$ cat src/rtl/des_key_schedule.sv
// des_key_schedule
// Sequential DES subkey generator feeding the F-function key input.
// A key is captured in IDLE on `start`. PC-1 is applied to it, and the
// 16 round subkeys are then presented one per valid/ready handshake:
// K1..K16 for encrypt, or K16..K1 for decrypt.
// Bit 1 is the MSB of every vector (DES numbering).
//
// Ports:
//   clk, rst      rising-edge clock, synchronous active-high reset
//   key_in[1:64]  DES key including parity bits, sampled on accept
//   decrypt       0 = K1..K16, 1 = K16..K1, sampled on accept
//   start         request a schedule (accepted only in IDLE)
//   busy          high while subkeys are being presented
//   subkey[1:48]  PC-2 of the current C/D halves
//   subkey_valid  subkey / round_idx are valid
//   subkey_ready  consumer accepts on subkey_valid && subkey_ready
//   round_idx     DES round number of the presented subkey
//   done          one-cycle pulse after the 16th subkey is accepted
//   parity_err    some key byte had even parity (registered at accept)
module des_key_schedule #(
  parameter bit PARITY_CHECK = 1'b1
) (
  input  logic        clk,
  input  logic        rst,
  input  logic [1:64] key_in,
  input  logic        decrypt,
  input  logic        start,
  output logic        busy,
  output logic [1:48] subkey,
  output logic        subkey_valid,
  input  logic        subkey_ready,
  output logic [4:0]  round_idx,
  output logic        done,
  output logic        parity_err
);

  localparam int PC1 [56] = '{
    57, 49, 41, 33, 25, 17,  9,  1, 58, 50, 42, 34, 26, 18,
    10,  2, 59, 51, 43, 35, 27, 19, 11,  3, 60, 52, 44, 36,
    63, 55, 47, 39, 31, 23, 15,  7, 62, 54, 46, 38, 30, 22,
    14,  6, 61, 53, 45, 37, 29, 21, 13,  5, 28, 20, 12,  4
  };

  localparam int PC2 [48] = '{
    14, 17, 11, 24,  1,  5,  3, 28, 15,  6, 21, 10,
    23, 19, 12,  4, 26,  8, 16,  7, 27, 20, 13,  2,
    41, 52, 31, 37, 47, 55, 30, 40, 51, 45, 33, 48,
    44, 49, 39, 56, 34, 53, 46, 42, 50, 36, 29, 32
  };

  typedef enum logic [1:0] {IDLE = 2'd0, RUN = 2'd1, FIN = 2'd2} state_t;

  state_t      state_reg, state_next;
  logic [1:28] c_reg, d_reg;
  logic [4:0]  cnt_reg;
  logic        dec_reg;
  logic        perr_reg;

  logic [1:56] pc1_out;
  logic [1:56] cd;
  logic [1:8]  byte_odd;
  logic        parity_bad;
  logic        accept;
  logic        advance;

  // Left-shift count of DES round r (1..16).
  function automatic logic [1:0] shift_amt(input logic [4:0] r);
    shift_amt = (r == 5'd1 || r == 5'd2 || r == 5'd9 || r == 5'd16) ? 2'd1 : 2'd2;
  endfunction

  function automatic logic [1:28] rotl(input logic [1:28] v, input logic [1:0] n);
    case (n)
      2'd1:    rotl = {v[2:28], v[1]};
      2'd2:    rotl = {v[3:28], v[1:2]};
      default: rotl = v;
    endcase
  endfunction

  function automatic logic [1:28] rotr(input logic [1:28] v, input logic [1:0] n);
    case (n)
      2'd1:    rotr = {v[28], v[1:27]};
      2'd2:    rotr = {v[27:28], v[1:26]};
      default: rotr = v;
    endcase
  endfunction

  // Permuted choices are pure wiring.
  genvar gi;
  generate
    for (gi = 0; gi < 56; gi++) begin : g_pc1
      assign pc1_out[gi+1] = key_in[PC1[gi]];
    end
    for (gi = 0; gi < 48; gi++) begin : g_pc2
      assign subkey[gi+1] = cd[PC2[gi]];
    end
    for (gi = 0; gi < 8; gi++) begin : g_parity
      assign byte_odd[gi+1] = ^key_in[8*gi+1 +: 8];
    end
  endgenerate

  assign cd         = {c_reg, d_reg};
  assign parity_bad = ~&byte_odd;
  assign accept     = (state_reg == IDLE) && start;
  assign advance    = (state_reg == RUN) && subkey_ready;
  assign parity_err = perr_reg;

  // State register
  always_ff @(posedge clk) begin
    if (rst) state_reg <= IDLE;
    else     state_reg <= state_next;
  end

  // Next-state logic
  always_comb begin
    state_next = state_reg;
    case (state_reg)
      IDLE:    if (start) state_next = RUN;
      RUN:     if (subkey_ready && cnt_reg == 5'd16) state_next = FIN;
      FIN:     state_next = IDLE;
      default: state_next = IDLE;
    endcase
  end

  // Outputs decoded from registered state only.
  always_comb begin
    busy         = 1'b0;
    subkey_valid = 1'b0;
    done         = 1'b0;
    round_idx    = 5'd0;
    case (state_reg)
      RUN: begin
        busy         = 1'b1;
        subkey_valid = 1'b1;
        round_idx    = dec_reg ? (5'd17 - cnt_reg) : cnt_reg;
      end
      FIN:     done = 1'b1;
      default: ;
    endcase
  end

  // C/D datapath. Encrypt starts at C1/D1 (one left rotation). Decrypt
  // starts at C0/D0, which equals C16/D16, and walks backwards by undoing
  // the shift of the round that was just presented.
  always_ff @(posedge clk) begin
    if (rst) begin
      c_reg    <= '0;
      d_reg    <= '0;
      cnt_reg  <= 5'd0;
      dec_reg  <= 1'b0;
      perr_reg <= 1'b0;
    end else if (accept) begin
      c_reg    <= decrypt ? pc1_out[1:28]  : rotl(pc1_out[1:28], 2'd1);
      d_reg    <= decrypt ? pc1_out[29:56] : rotl(pc1_out[29:56], 2'd1);
      cnt_reg  <= 5'd1;
      dec_reg  <= decrypt;
      perr_reg <= PARITY_CHECK && parity_bad;
    end else if (advance && cnt_reg != 5'd16) begin
      if (dec_reg) begin
        c_reg <= rotr(c_reg, shift_amt(5'd17 - cnt_reg));
        d_reg <= rotr(d_reg, shift_amt(5'd17 - cnt_reg));
      end else begin
        c_reg <= rotl(c_reg, shift_amt(cnt_reg + 5'd1));
        d_reg <= rotl(d_reg, shift_amt(cnt_reg + 5'd1));
      end
      cnt_reg <= cnt_reg + 5'd1;
    end
  end

endmodule

$ cat config.mk
export PLATFORM = sky130hd
export DESIGN_NAME = des_key_schedule
export DESIGN_NICKNAME = d
export VERILOG_FILES = /design/src/rtl/des_key_schedule.sv
export SDC_FILE = /design/constraint.sdc
export NUM_CORES = 1
export LEC_CHECK = 0
export CAP_MARGIN = 30
export CORE_MARGIN = 10
export CORE_UTILIZATION = 45
export DETAILED_ROUTE_END_ITERATION = 16
export MAX_ROUTING_LAYER = met4
export PLACE_DENSITY = 0.81
export SLEW_MARGIN = 20
export SYNTH_ARGS = -nofsm -noshare
export SYNTH_HDL_FRONTEND = slang
export SYNTH_SLANG_ARGS = --single-unit
$ cat constraint.sdc
create_clock -name clk -period 4.5 [get_ports clk]
set_input_delay 1.125 -clock clk [delete_from_list [all_inputs] [get_ports clk]]
set_output_delay 1.125 -clock clk [all_outputs]
set_load 0.05 [all_outputs]
; Word level (Yosys, flattened, before mapping)
; Cells that the tools add are included.
[classes]
n_eq_ne = 19
add_sub_neg = 2
n_mux = 23
n_reduce_logical = 26
[op_table]
columns = op, count
row1 = 2-to-1 mux 28 bit, 8
row2 = one-hot mux 28 bit (2 select lines), 4
row3 = XOR reduction 8 bit, 8
row4 = equality test 5 bit (second input constant), 3
row5 = equality test 5 x 1 -> 1 bit (second input constant), 2
row6 = equality test 5 x 2 -> 1 bit (second input constant), 2
row7 = equality test 5 x 4 -> 1 bit (second input constant), 2
row8 = 2-to-1 mux 5 bit, 2
row9 = 2-to-1 mux 2 bit, 4
row10 = AND reduction 8 bit, 1
row11 = equality test 2 x 1 -> 1 bit (second input constant), 3
row12 = equality test 2 bit (second input constant), 3
row13 = logical OR 1 bit, 6
row14 = adder 5 x 1 -> 5 bit (second input constant), 1
row15 = != test 5 bit (second input constant), 1
row16 = subtractor 5 bit (first input constant), 1
row17 = logical AND 1 bit, 4
row18 = 2-to-1 mux 1 bit, 4
row19 = != test 4 x 1 -> 1 bit (second input constant), 1
row20 = one-hot mux 2 bit (2 select lines), 1
row21 = nonzero test 4 bit, 1
row22 = AND reduction 3 bit, 1
row23 = logical NOT 2 bit, 1
row24 = != test 2 x 1 -> 1 bit (second input constant), 1
row25 = other kinds (5), 5
[totals]
word_cells = 77
inputBits = 69
register_bits = 65

; Longest topological paths before layout
[logic_depth]
depth_word = 11
mapped_depth = 11

; Worst setup path before layout
; No wires, ideal clock.
[synth_timing]
path_type = register -> output
startpoint = register cnt_reg[1]
endpoint = output port round_idx[3]
path_buffers = 0
path_stages_with_launch = 5
required_ps = 3375
arrival_ps = 1849
slack_ps = 1526
path_cell_list = dfxtp_1 > inv_1 > ha_1 > or3_1 > a21oi_1
[synth_between]
elab_chain_len = 3
[synth_rtl]
columns = element, line
row1 = start: declaration, 55  ; logic [4:0] cnt_reg;
row2 = start signal: assignment, 165  ; cnt_reg <= cnt_reg + 5'd1;
row3 = subtractor 5 bit, 134  ; round_idx = dec_reg ? (5'd17 - cnt_reg) : cnt_reg;
row4 = 2-to-1 mux 5 bit, 134
row5 = 2-to-1 mux 5 bit, 130  ; case (state_reg)
row6 = end: declaration, 32  ; output logic [4:0] round_idx,
; No other way between the ends.

; Worst setup path after layout
[layout_timing]
startpoint = register cnt_reg[2]
endpoint = output port round_idx[3]
; The elaborated chain is that of the path after synthesis.

==> metrics.cfg <==
[timing]
layout_setup_ws_ns = 0.8901
final.period_utilization_pct = 80.22
setup-tns-final_ns = 0
period_minus_slack_ns = 3.610
finClkSkew_ns = 0.004988
finalMaxSlewViolations = 0
slew_headroom_pct = 36.15
worstMarginPinSlew_ns = 0.9578
hold_viol = 0
setup_viol = 0
max_freq_mhz = 277.0
grt_setup_unrepaired = false

[worst_setup_path]
crit_chain = inv_1 > ha_1 > or3_1 > a21oi_1 > clkdlybuf4s50_1
cp-end-kind = primary output
critPathSlowestCell = clkdlybuf4s50_1
crit_path_start_kind = flip-flop
worstPathArrival_ns = 2.48
cp_max_fo = 10
critPathRequiredTime_ns = 3.38
path_class = flip-flop to primary output
crit_path_max_incr_delay_ns = 0.82

[logic_synthesis]
synth_area_leader_cell = mux2i_1
synth_ff_type = dfxtp_1
avgSynthCellArea_sq_um = 8.608
synth.area.top_cells = mux2i_1, dfxtp_1, xnor2_1, buf_4, nor2_1
synth_edf_count = 0
yosys.cell_types.count = 42
yosysTopAreaCellShare_pct = 23.22
ys_warn_count = 0
synth_nets = 781
syn_area_sq_um = 6077
ys_seq_area_share_pct = 21.41
ys_async_sr_fraction_pct = 0
synth_common_cells = mux2i_1, nor2_1, dfxtp_1, buf_4, xnor2_1
synth_most_common_cell = mux2i_1
ys_ff_latch = 65
syn_inst = 706

[cells_and_area]
nets = 822
regArea_sq_um = 1301
area_growth_pct = 19.58
antenna_cells = 0
multi_input_area_sq_um = 4113
drive_above_1_share_pct = 8.533
fill_cells = 1231

[grt]
grt_max_degree = 66
grt_overflow_total = 0
grt_first_pass_wirelength_microns = 28060
grt_pass1_vias = 5257
antenna_found_initial = 0
grt_use_total_pct = 19.20

[detailed_routing]
vias_per_cell = 5.956
drt-initial-drc-count = 513
first_pass_iters = 6
drt-total-wl_microns = 17990
ant_nets = 0
wl_per_cell_microns = 19.42
routed-via-count = 5515
drc_errors = 0

[clock_tree]
cts_buffers = 9
root_buffer = clkbuf_16
post_cts_buffers = 0
cts_resized = 0
cts_max_level = 3
cts_tree = built
clkTransAtPathRegs_ns = 0.06
ctsHoldBuffers = 0
cts.sink_count = 65
clock_path_buffers = 2
insertion_delay_ns = 0.34

[floorplanning]
core_sq_um = 13240
die_w_microns = 136.2
start_util_pct = 45.89
num_rows = 42
io_pins = 126
die_area_sq_um = 18550
die_h_microns = 136.2

[place]
numPortBuffers = 125
dpl.hpwl_microns = 12720
dp_slack_ns = 1.275
routabilityCongestion = 0.9133

[power_and_ir_drop]
peakVddDrop_mv = 0.1929
p_seq_share_pct = 31.7
p_comb_share_pct = 39.2
p_clk_share_pct = 29.2
cellPowerDensity_nw_per_um2 = 307.9
p_sw_w = 0.0008201
p_int_w = 0.001417
leakagePower_nw = 2.652
switching_share_pct = 36.66

[hold_path]
hold_class = flip-flop to flip-flop

[job]
max-cap-violations = 0

[run_status]
status = finished, final reports clean

[power by group through the flow]
stage	Sequential [W]	Combinational (W)	Clock [W]
2_1_floorplan	0.000692	0.000691	0
3_3_place_gp	0.000716	0.000860	0
3_5_place_dp	0.000718	0.000873	0
4_1_cts	0.000706	0.000876	0.000661
5_1_grt	0.000718	0.000933	0.000682
6_report	0.000709	0.000876	0.000652
[through the flow]
stage	total power, W	cells	util [%]	hold slack [ns]	instance area, sq um
3_3_place_gp	0.001577	911	52.73	0.4929	6983
2_1_floorplan	0.001383	706	-	0.4983	6077
3_5_place_dp	0.001591	912	52.88	0.4913	7003
6_report	0.002237	926	54.88	0.4959	7267
5_1_grt	0.002332	926	54.88	0.5326	7267
4_1_cts	0.002243	926	54.88	0.4984	7267
[path summary, 6_finish.rpt]
kind,startpoint,depth (start not counted),slack (ns),endpoint
min reg2reg,parity_err$_SDFFE_PP0P_,2,0.50,parity_err$_SDFFE_PP0P_
max,cnt_reg[2]$_SDFFE_PP0P_,5,0.89,round_idx[3]
min,parity_err$_SDFFE_PP0P_,2,0.50,parity_err$_SDFFE_PP0P_
max reg2reg,cnt_reg[0]$_SDFFE_PP0P_,8,1.44,d_reg[10]$_SDFFE_PP0P_
[cells by family after synthesis]
logic type	share of synthesized area (%)
DFF	21.41
xor gates and xnor gates	9.368
adders and majority gates	1.235
AOI/OAI and AO/OA	19.37
muxes	29.40
buffers and inverters	11.34
and+or+nand+nor	7.865
[per-layer routing]
layer  share of wire (%)  up-vias  global-route usage (%)  wire length, microns
met3                 6.9       28                   3.284                  1233
met4                 2.5        0                   8.166                   456
met5                   0        -                       -                     0
li1                    -     2624                       -                     -
met2                  48      236                   30.45                  8709
met1                  42     2627                   23.56                  7587
[worst max-delay path, delay by kind of cell (launching register included)]
| kind | cells | cell delay (ns) |
|---|---|---|
| adder cells (fa/ha/maj) | 1 | 0.25 |
| buffers and inverters | 2 | 0.94 |
| AO/OA/AOI/OAI | 1 | 0.15 |
| AND/OR/NAND/NOR | 1 | 0.31 |
| flip-flops | 1 | 0.49 |
[final cells by class]
type | count | area share, %
clock buffers | 14 | 3.633
repair buffers | 137 | 18.53
multi-input cells | 528 | 56.59
inverters | 6 | 0.3099
flip-flops and latches | 65 | 17.91
well taps | 176 | 3.030
[placed cells by master, fill, tap and decap left out, drive strengths merged, types with 2 or more instances in the layout]
cell	n
mux2i	141
clkdlybuf4s50	123
nor2	68
dfxtp	65
o21ai	57
xnor2	56
a21oi	34
mux2	29
a31oi	28
o22a	27
a221oi	26
buf	14
clkbuf	14
nor3	11
xor2	9
nand2	8
ha	6
inv	5
nand3	5
a211oi	3
a21o	2
nand4b	2
a311oi	2
nand4	2
nand3b	2
Power figures use the tool's default switching activity.
